## src/rtl/npem_capability_regs.sv

```systemverilog
// NPEM extended capability register block with a command handshake to the enclosure controller.
// Control writes raise a pending command that is issued as a single valid/ready transaction, with a timeout.
module npem_capability_regs #(
  parameter int          REGISTER_WIDTH = 32,
  parameter logic [3:0]  CAP_VERSION    = 4'h1,
  parameter logic [9:0]  SUPPORTED_IND  = 10'h3FF,
  parameter logic        RESET_CAPABLE  = 1'b1,
  parameter int          TIMEOUT_CYCLES = 1024
) (
  input  logic                      clk,
  input  logic                      rst_n,
  input  logic [11:0]               next_capability_offset,
  input  logic                      cfg_wr_en,
  input  logic                      cfg_rd_en,
  input  logic [1:0]                cfg_addr,
  input  logic [REGISTER_WIDTH-1:0] cfg_wr_data,
  input  logic [3:0]                cfg_byte_en,
  output logic [REGISTER_WIDTH-1:0] cfg_rd_data,
  output logic                      cfg_rd_valid,
  output logic [REGISTER_WIDTH-1:0] npem_cmd,
  output logic                      npem_cmd_valid,
  input  logic                      npem_cmd_ready,
  output logic                      cmd_timeout
);

  localparam int CNT_W = $clog2(TIMEOUT_CYCLES + 1);
  localparam logic [CNT_W-1:0] CNT_LAST = CNT_W'(TIMEOUT_CYCLES - 1);
  // Initiate Reset (bit 1) is stored so it reaches the command, but never reads back.
  localparam logic [31:0] WR_MASK = {20'h0, SUPPORTED_IND, RESET_CAPABLE, 1'b1};
  localparam logic [31:0] RD_MASK = {20'h0, SUPPORTED_IND, 1'b0, 1'b1};

  typedef enum logic {IDLE, BUSY} state_t;

  state_t            state_reg, state_next;
  logic [CNT_W-1:0]  cnt_reg, cnt_next;
  logic [31:0]       ctrl_reg, ctrl_next;
  logic [31:0]       cmd_reg, cmd_next;
  logic              valid_reg, valid_next;
  logic              timeout_reg, timeout_next;
  logic              pending_reg, pending_next;
  logic              cc_reg, cc_next;
  logic [31:0]       rd_data_reg, rd_data_next;
  logic              rd_valid_reg;

  logic [31:0] be_mask;
  logic        ctrl_wr, ctrl_kick, cc_clr, cc_set, issue;

  for (genvar gi = 0; gi < 4; gi++) begin : g_be
    assign be_mask[gi*8 +: 8] = {8{cfg_byte_en[gi]}};
  end

  assign ctrl_wr   = cfg_wr_en && (cfg_addr == 2'd2);
  assign ctrl_kick = ctrl_wr && (cfg_byte_en[0] || cfg_byte_en[1]);
  assign cc_clr    = cfg_wr_en && (cfg_addr == 2'd3) && cfg_byte_en[0] && cfg_wr_data[0];

  always_ff @(posedge clk or negedge rst_n) begin
    if (!rst_n) begin
      state_reg    <= IDLE;
      cnt_reg      <= '0;
      ctrl_reg     <= '0;
      cmd_reg      <= '0;
      valid_reg    <= 1'b0;
      timeout_reg  <= 1'b0;
      pending_reg  <= 1'b0;
      cc_reg       <= 1'b0;
      rd_data_reg  <= '0;
      rd_valid_reg <= 1'b0;
    end else begin
      state_reg    <= state_next;
      cnt_reg      <= cnt_next;
      ctrl_reg     <= ctrl_next;
      cmd_reg      <= cmd_next;
      valid_reg    <= valid_next;
      timeout_reg  <= timeout_next;
      pending_reg  <= pending_next;
      cc_reg       <= cc_next;
      rd_data_reg  <= rd_data_next;
      rd_valid_reg <= cfg_rd_en;
    end
  end

  always_comb begin
    state_next   = state_reg;
    cnt_next     = cnt_reg;
    cmd_next     = cmd_reg;
    valid_next   = valid_reg;
    timeout_next = 1'b0;
    cc_set       = 1'b0;
    issue        = 1'b0;
    unique case (state_reg)
      IDLE: begin
        if (pending_reg) begin
          state_next = BUSY;
          cmd_next   = ctrl_reg;
          valid_next = 1'b1;
          cnt_next   = '0;
          issue      = 1'b1;
        end
      end
      BUSY: begin
        if (npem_cmd_ready) begin
          state_next = IDLE;
          valid_next = 1'b0;
          cnt_next   = '0;
          cc_set     = 1'b1;
        end else if (cnt_reg == CNT_LAST) begin
          state_next   = IDLE;
          valid_next   = 1'b0;
          cnt_next     = '0;
          cc_set       = 1'b1;
          timeout_next = 1'b1;
        end else begin
          cnt_next = cnt_reg + CNT_W'(1);
        end
      end
      default: state_next = IDLE;
    endcase

    // A write landing on the issue edge re-arms pending so it is not lost.
    pending_next = ctrl_kick ? 1'b1 : (issue ? 1'b0 : pending_reg);
    ctrl_next    = ctrl_wr ? ((ctrl_reg & ~(WR_MASK & be_mask)) | (cfg_wr_data & WR_MASK & be_mask))
                           : ctrl_reg;
    cc_next      = cc_set ? 1'b1 : (cc_clr ? 1'b0 : cc_reg);

    rd_data_next = rd_data_reg;
    if (cfg_rd_en) begin
      unique case (cfg_addr)
        2'd0:    rd_data_next = {next_capability_offset, CAP_VERSION, 16'h0029};
        2'd1:    rd_data_next = {20'h0, SUPPORTED_IND, RESET_CAPABLE, 1'b1};
        2'd2:    rd_data_next = ctrl_reg & RD_MASK;
        default: rd_data_next = {31'h0, cc_reg};
      endcase
    end
  end

  assign cfg_rd_data    = rd_data_reg;
  assign cfg_rd_valid   = rd_valid_reg;
  assign npem_cmd       = cmd_reg;
  assign npem_cmd_valid = valid_reg;
  assign cmd_timeout    = timeout_reg;

endmodule

```

## config.mk

```make
export PLATFORM = sky130hd
export DESIGN_NAME = npem_capability_regs
export DESIGN_NICKNAME = d
export VERILOG_FILES = /design/src/rtl/npem_capability_regs.sv
export SDC_FILE = /design/constraint.sdc
export NUM_CORES = 1
export LEC_CHECK = 0
export CAP_MARGIN = 20
export CORE_UTILIZATION = 46
export DETAILED_ROUTE_END_ITERATION = 6
export GPL_ROUTABILITY_DRIVEN = 0
export PLACE_DENSITY = 0.86
export SYNTH_ARGS = -nofsm -noshare
export SYNTH_HDL_FRONTEND = slang
export SYNTH_SLANG_ARGS = --single-unit
export TNS_END_PERCENT = 10
```

## constraint.sdc

```tcl
create_clock -name clk -period 2.3 [get_ports clk]
set_input_delay 0.46 -clock clk [delete_from_list [all_inputs] [get_ports clk]]
set_output_delay 0.46 -clock clk [all_outputs]
set_load 0.01 [all_outputs]
```

Word-level counts from Yosys, hierarchy flattened

Index checks and enable logic that the tools add are counted.

Word-level logic and storage cells: 56
Memories kept: 0
Bits in read-only memories: 0
RAM bits: 0
Bits in latches: 0
Input bits: 55
Register bits after elaboration: 113
Output and inout port bits: 67

Add/subtract/negate cells: 1
Multiply operators: 0
Divide/modulo/power cells: 0
Bitwise operators: 5
Eq/ne operators: 6
Magnitude comparators: 0
Reductions and logical operators: 11
Mux-type cells: 23
Shifts and indexed selects: 0

Operators with widths:

| cell                  | number |
|---|---|
| $pmux 32 s3           | 1 |
| $mux 11               | 3 |
| $and 12x32->32        | 1 |
| $and 32x32->32        | 1 |
| $not 12->32           | 1 |
| $or 32x32->32         | 1 |
| $pmux 11 s2           | 1 |
| $mux 1                | 16 |
| $add 11x1->11 const B | 1 |
| $eq 11x10->1 const B  | 1 |
| $logic_and 1x1->1     | 5 |
| $eq 2x2->1 const B    | 2 |
| $pmux 1 s2            | 2 |
| $reduce_and 2->1      | 2 |
| $reduce_bool 2->1     | 2 |
| $ne 3x2->1 const B    | 1 |
| $eq 2x1->1 const B    | 1 |
| $logic_not 2->1       | 1 |
| $ne 2x2->1 const B    | 1 |
| $logic_or 1x1->1      | 1 |
| $not 1->1             | 1 |

Logic depth before layout (Yosys ltp)

Word-level depth: 6
Depth in mapped cells: 6

Worst setup path after synthesis

Ideal clock, no wire load.

Kind: reg-to-reg
Start point: register cnt_reg[0]
End point: register cnt_reg[3]
Path buffers: 1
Path slack: 0.851 ns
Data arrival time: 1.312 ns
Stages on the path, launching flop included: 7
Setup time: 0.137 ns
Path through: dfrtp_1 -> ha_1 -> and3_1 -> buf_2 -> nand2_2 -> o31ai_2 -> o311ai_1

Longest elaborated chain between the ends: 4
Elaborated cells between the ends (all ways): 5
Those cells by class: add/sub: 1; eq/ne: 1; mux: 3

Ends and longest elaborated chain:

| element                                              | line     | source |
|---|---|---|
| start: declaration                                   | 35       | `logic [CNT_W-1:0] cnt_reg, cnt_next;` |
| start signal: assignment                             | 70       | `cnt_reg <= cnt_next;` |
| $add 11x1->11 / $eq 11x10->1 (equally long branches) | 113, 106 |  |
| $mux 11 (*)                                          | 106      | `end else if (cnt_reg == CNT_LAST) begin` |
| $mux 11 (*)                                          | 101      | `if (npem_cmd_ready) begin` |
| $pmux 11 s2 (*)                                      | 90       | `unique case (state_reg)` |

Every way passes the cells marked *; elsewhere a longest branch is shown, timed or not.
A chain may end at the register's enable or synchronous reset.

Worst setup path in the final report

Start point: register rd_data_reg[7] (netlist: cfg_rd_data[7])
End point: output port cfg_rd_data[7]

RTL lines:

| element                  | line | source |
|---|---|---|
| start: declaration       | 42   | `logic [31:0] rd_data_reg, rd_data_next;` |
| start signal: assignment | 77   | `rd_data_reg <= rd_data_next;` |
| end: declaration         | 18   | `output logic [REGISTER_WIDTH-1:0] cfg_rd_data,` |

No word-level cell between the ends.

==> flow_metrics.env <==
export IMPL_hpwl_mm=4.00
export IMPL_p_int_uw=2470
export IMPL_fillers=464
export IMPL_dieArea_um2=6520
export IMPL_die_h_um=80.7
export IMPL_vias=2054
export IMPL_yosys_top_cells_area="dfrtp_1, mux2_2, buf_4"
export IMPL_synth_seq_area_share=0.579
export IMPL_cts_root_buf="clkbuf_8"
export IMPL_timing_fmax_mhz=576
export IMPL_sequentialPowerShare=0.446
export IMPL_hold_path_class="in -> async"
export IMPL_synth_compound_area_share=0.122
export IMPL_start_util=0.479
export IMPL_setup_violations=0
export IMPL_power_switching_uw=923
export IMPL_cts_resized=0
export IMPL_yosys_area_share_adder=0.00439
export IMPL_htree_num_levels=3
export IMPL_postCtsHoldBufs=0
export IMPL_cp_arrival_ps=1280
export IMPL_finClkSkew_ps=8.52
export IMPL_clkLatencyLatePin_ps=340
export IMPL_cp_max_fo=2
export IMPL_placementRows=28
export IMPL_fin_nets=375
export IMPL_diodes=0
export IMPL_synth_simple_area_share=0.0935
export IMPL_drtPass1Iterations=4
export IMPL_crit_buf_inv=1
export IMPL_clk_pin_slew_ps=80
export IMPL_period_minus_slack_ps=1740
export IMPL_avgSynthCellArea_um2=11.9
export IMPL_core_area_um2=5960
export IMPL_clk_path_buf_depth=2
export IMPL_max_cap_violations=0
export IMPL_synth_warnings=0
export IMPL_drc=0
export IMPL_path_class="reg -> out"
export IMPL_port_buffers=72
export IMPL_syn2layout_area_growth_pct=33.2
export IMPL_synth_xor_area_frac=0.00921
export IMPL_layout_common_cells="clkdlybuf4s50_1, dfrtp_1, conb_1"
export IMPL_hold_slack_ps=106
export IMPL_power_switching_share=0.272
export IMPL_clkPwrFrac=0.322
export IMPL_muxShareOfSynthArea=0.102
export IMPL_synth_top_family_by_area="compound AO/OA/AOI/OAI gates"
export IMPL_synthCells=240
export IMPL_slew_headroom=0.548
export IMPL_die_x_um=80.7
export IMPL_required_ps=1840
export IMPL_path_cells="clkdlybuf4s50_1"
export IMPL_grt_max_degree=44
export IMPL_ant_nets=0
export IMPL_wl_mm=5.93
export IMPL_power_density_nw_per_um2=893
export IMPL_grt_antenna_before_repair=0
export IMPL_ys_types=33
export IMPL_ir_worst_vdd_mv=0.681
export IMPL_max_stage_delay_ps=570
export IMPL_grt_pass1_vias=1947
export IMPL_grt_pass1_wl_mm=9.24
export IMPL_layout_commonest_cell="clkdlybuf4s50_1"
export IMPL_drt_iter0_drc=89
export IMPL_ioPinCount=122
export IMPL_post_synth_top_area_cell="dfrtp_1"
export IMPL_status="finished, final reports clean"
export IMPL_cpLargestDelayFamily="buffers and inverters"
export IMPL_fin_setup_tns_ps=0
export IMPL_numCtsBuffers=9
export IMPL_cts_tree="yes"
export IMPL_wl_per_cell_um=14.9
export IMPL_syn_area_um2=2850
export IMPL_cp_end_kind="output port"
export IMPL_hold_viol_final=0
export IMPL_worst_pin_slew_ps=678
export IMPL_p_leak_uw=0.00172
export IMPL_rsz0062_at_grt="false"
export IMPL_overflow=0
export IMPL_synth_seq_cells=66
export IMPL_cts_sinks=66
export IMPL_netlist_area_leader_share=0.579
export IMPL_p_comb_frac=0.231
export IMPL_fin_util=0.638
export IMPL_gr_usage_all_layers=0.194
export IMPL_drv_slew=0
export IMPL_crit_path_start_kind="register"
export IMPL_final_layout_size_suffix_gt1_frac=0.164
export IMPL_cts_setup_buffers=0
export IMPL_finalCritPeriodShare=0.755
export IMPL_vias_per_cell=5.15
export IMPL_crit_path_top_delay_cell="clkdlybuf4s50_1"
## worst paths after layout
path / slack, ps / cells after the start / endpoint / start
min reg2reg: 490 / 1 / cfg_rd_data[16] / cfg_rd_data[16]
max in group asynchronous: 1580 / 2 / cfg_rd_data[31] / rst_n
max: 560 / 1 / cfg_rd_data[7] / cfg_rd_data[7]
min: 110 / 1 / cfg_rd_data[11] / rst_n
min in group clk: 490 / 1 / cfg_rd_data[16] / cfg_rd_data[16]
max reg2reg: 650 / 5 / cnt_reg[3] / cnt_reg[0]
## cell type report
| class | instances | area, um^2 | share of cell area |
|---|---|---|---|
| sequential | 66 | 1650 | 0.435 |
| multi-input combinational | 162 | 1040 | 0.275 |
| timing repair buffer | 78 | 773 | 0.204 |
| clock buffer | 9 | 124 | 0.0326 |
| clock inverter | 7 | 103 | 0.0270 |
| tap | 75 | 93.8 | 0.0247 |
| inverter | 2 | 7.51 | 0.00198 |
## power by group through the flow
stage | Clock (uW) | Sequential, uW | Combinational (uW)
after global routing | 1170 | 1540 | 845
after global placement | 0 | 1530 | 771
final | 1090 | 1510 | 784
after CTS | 1120 | 1520 | 792
after floorplan | 0 | 1580 | 311
after detailed placement | 0 | 1530 | 783
## per-layer routing
| layer | global-route usage | wire, um | share of wire | up-vias |
|---|---|---|---|---|
| met3 | 0.0798 | 479 | 0.081 | 11 |
| met1 | 0.230 | 2460 | 0.41 | 1015 |
| met2 | 0.310 | 2920 | 0.49 | 78 |
| met5 | 0 | 0 | 0 | - |
| met4 | 0.0821 | 81 | 0.014 | 0 |
| li1 | - | - | - | 950 |
## per-stage QoR
step                setup slack (ps)  total power, uW  instance area, um^2  cells
floorplan                        851             1890                 2950    266
global placement                 349             2300                 3570    383
detailed placement               310             2320                 3570    383
CTS                              556             3430                 3800    399
global route                     518             3560                 3800    399
finish                           564             3390                 3800    399
## cells by family after synthesis
family | after synthesis
flip-flops | 66
AND/OR/NAND/NOR | 53
AO/OA/AOI/OAI | 52
buffers and inverters | 38
multiplexers | 26
XOR/XNOR | 3
adder cells (fa/ha/maj) | 1
other | 1
## Yosys cell counts, drive strengths merged
master	number
a31oi	5
mux2i	1
and4	1
buf	31
nor2	19
and3b	1
mux2	25
conb	1
o31ai	1
a21oi	17
clkbuf	5
and2b	2
nor2b	1
xor2	3
a21o	1
nor3	2
nand2	9
o311ai	1
and3	4
dfrtp	66
ha	1
inv	2
nand3	8
nand4	2
o21ai	10
nand2b	4
a22o	14
o21a	3
(Power assumes the default switching activity.)
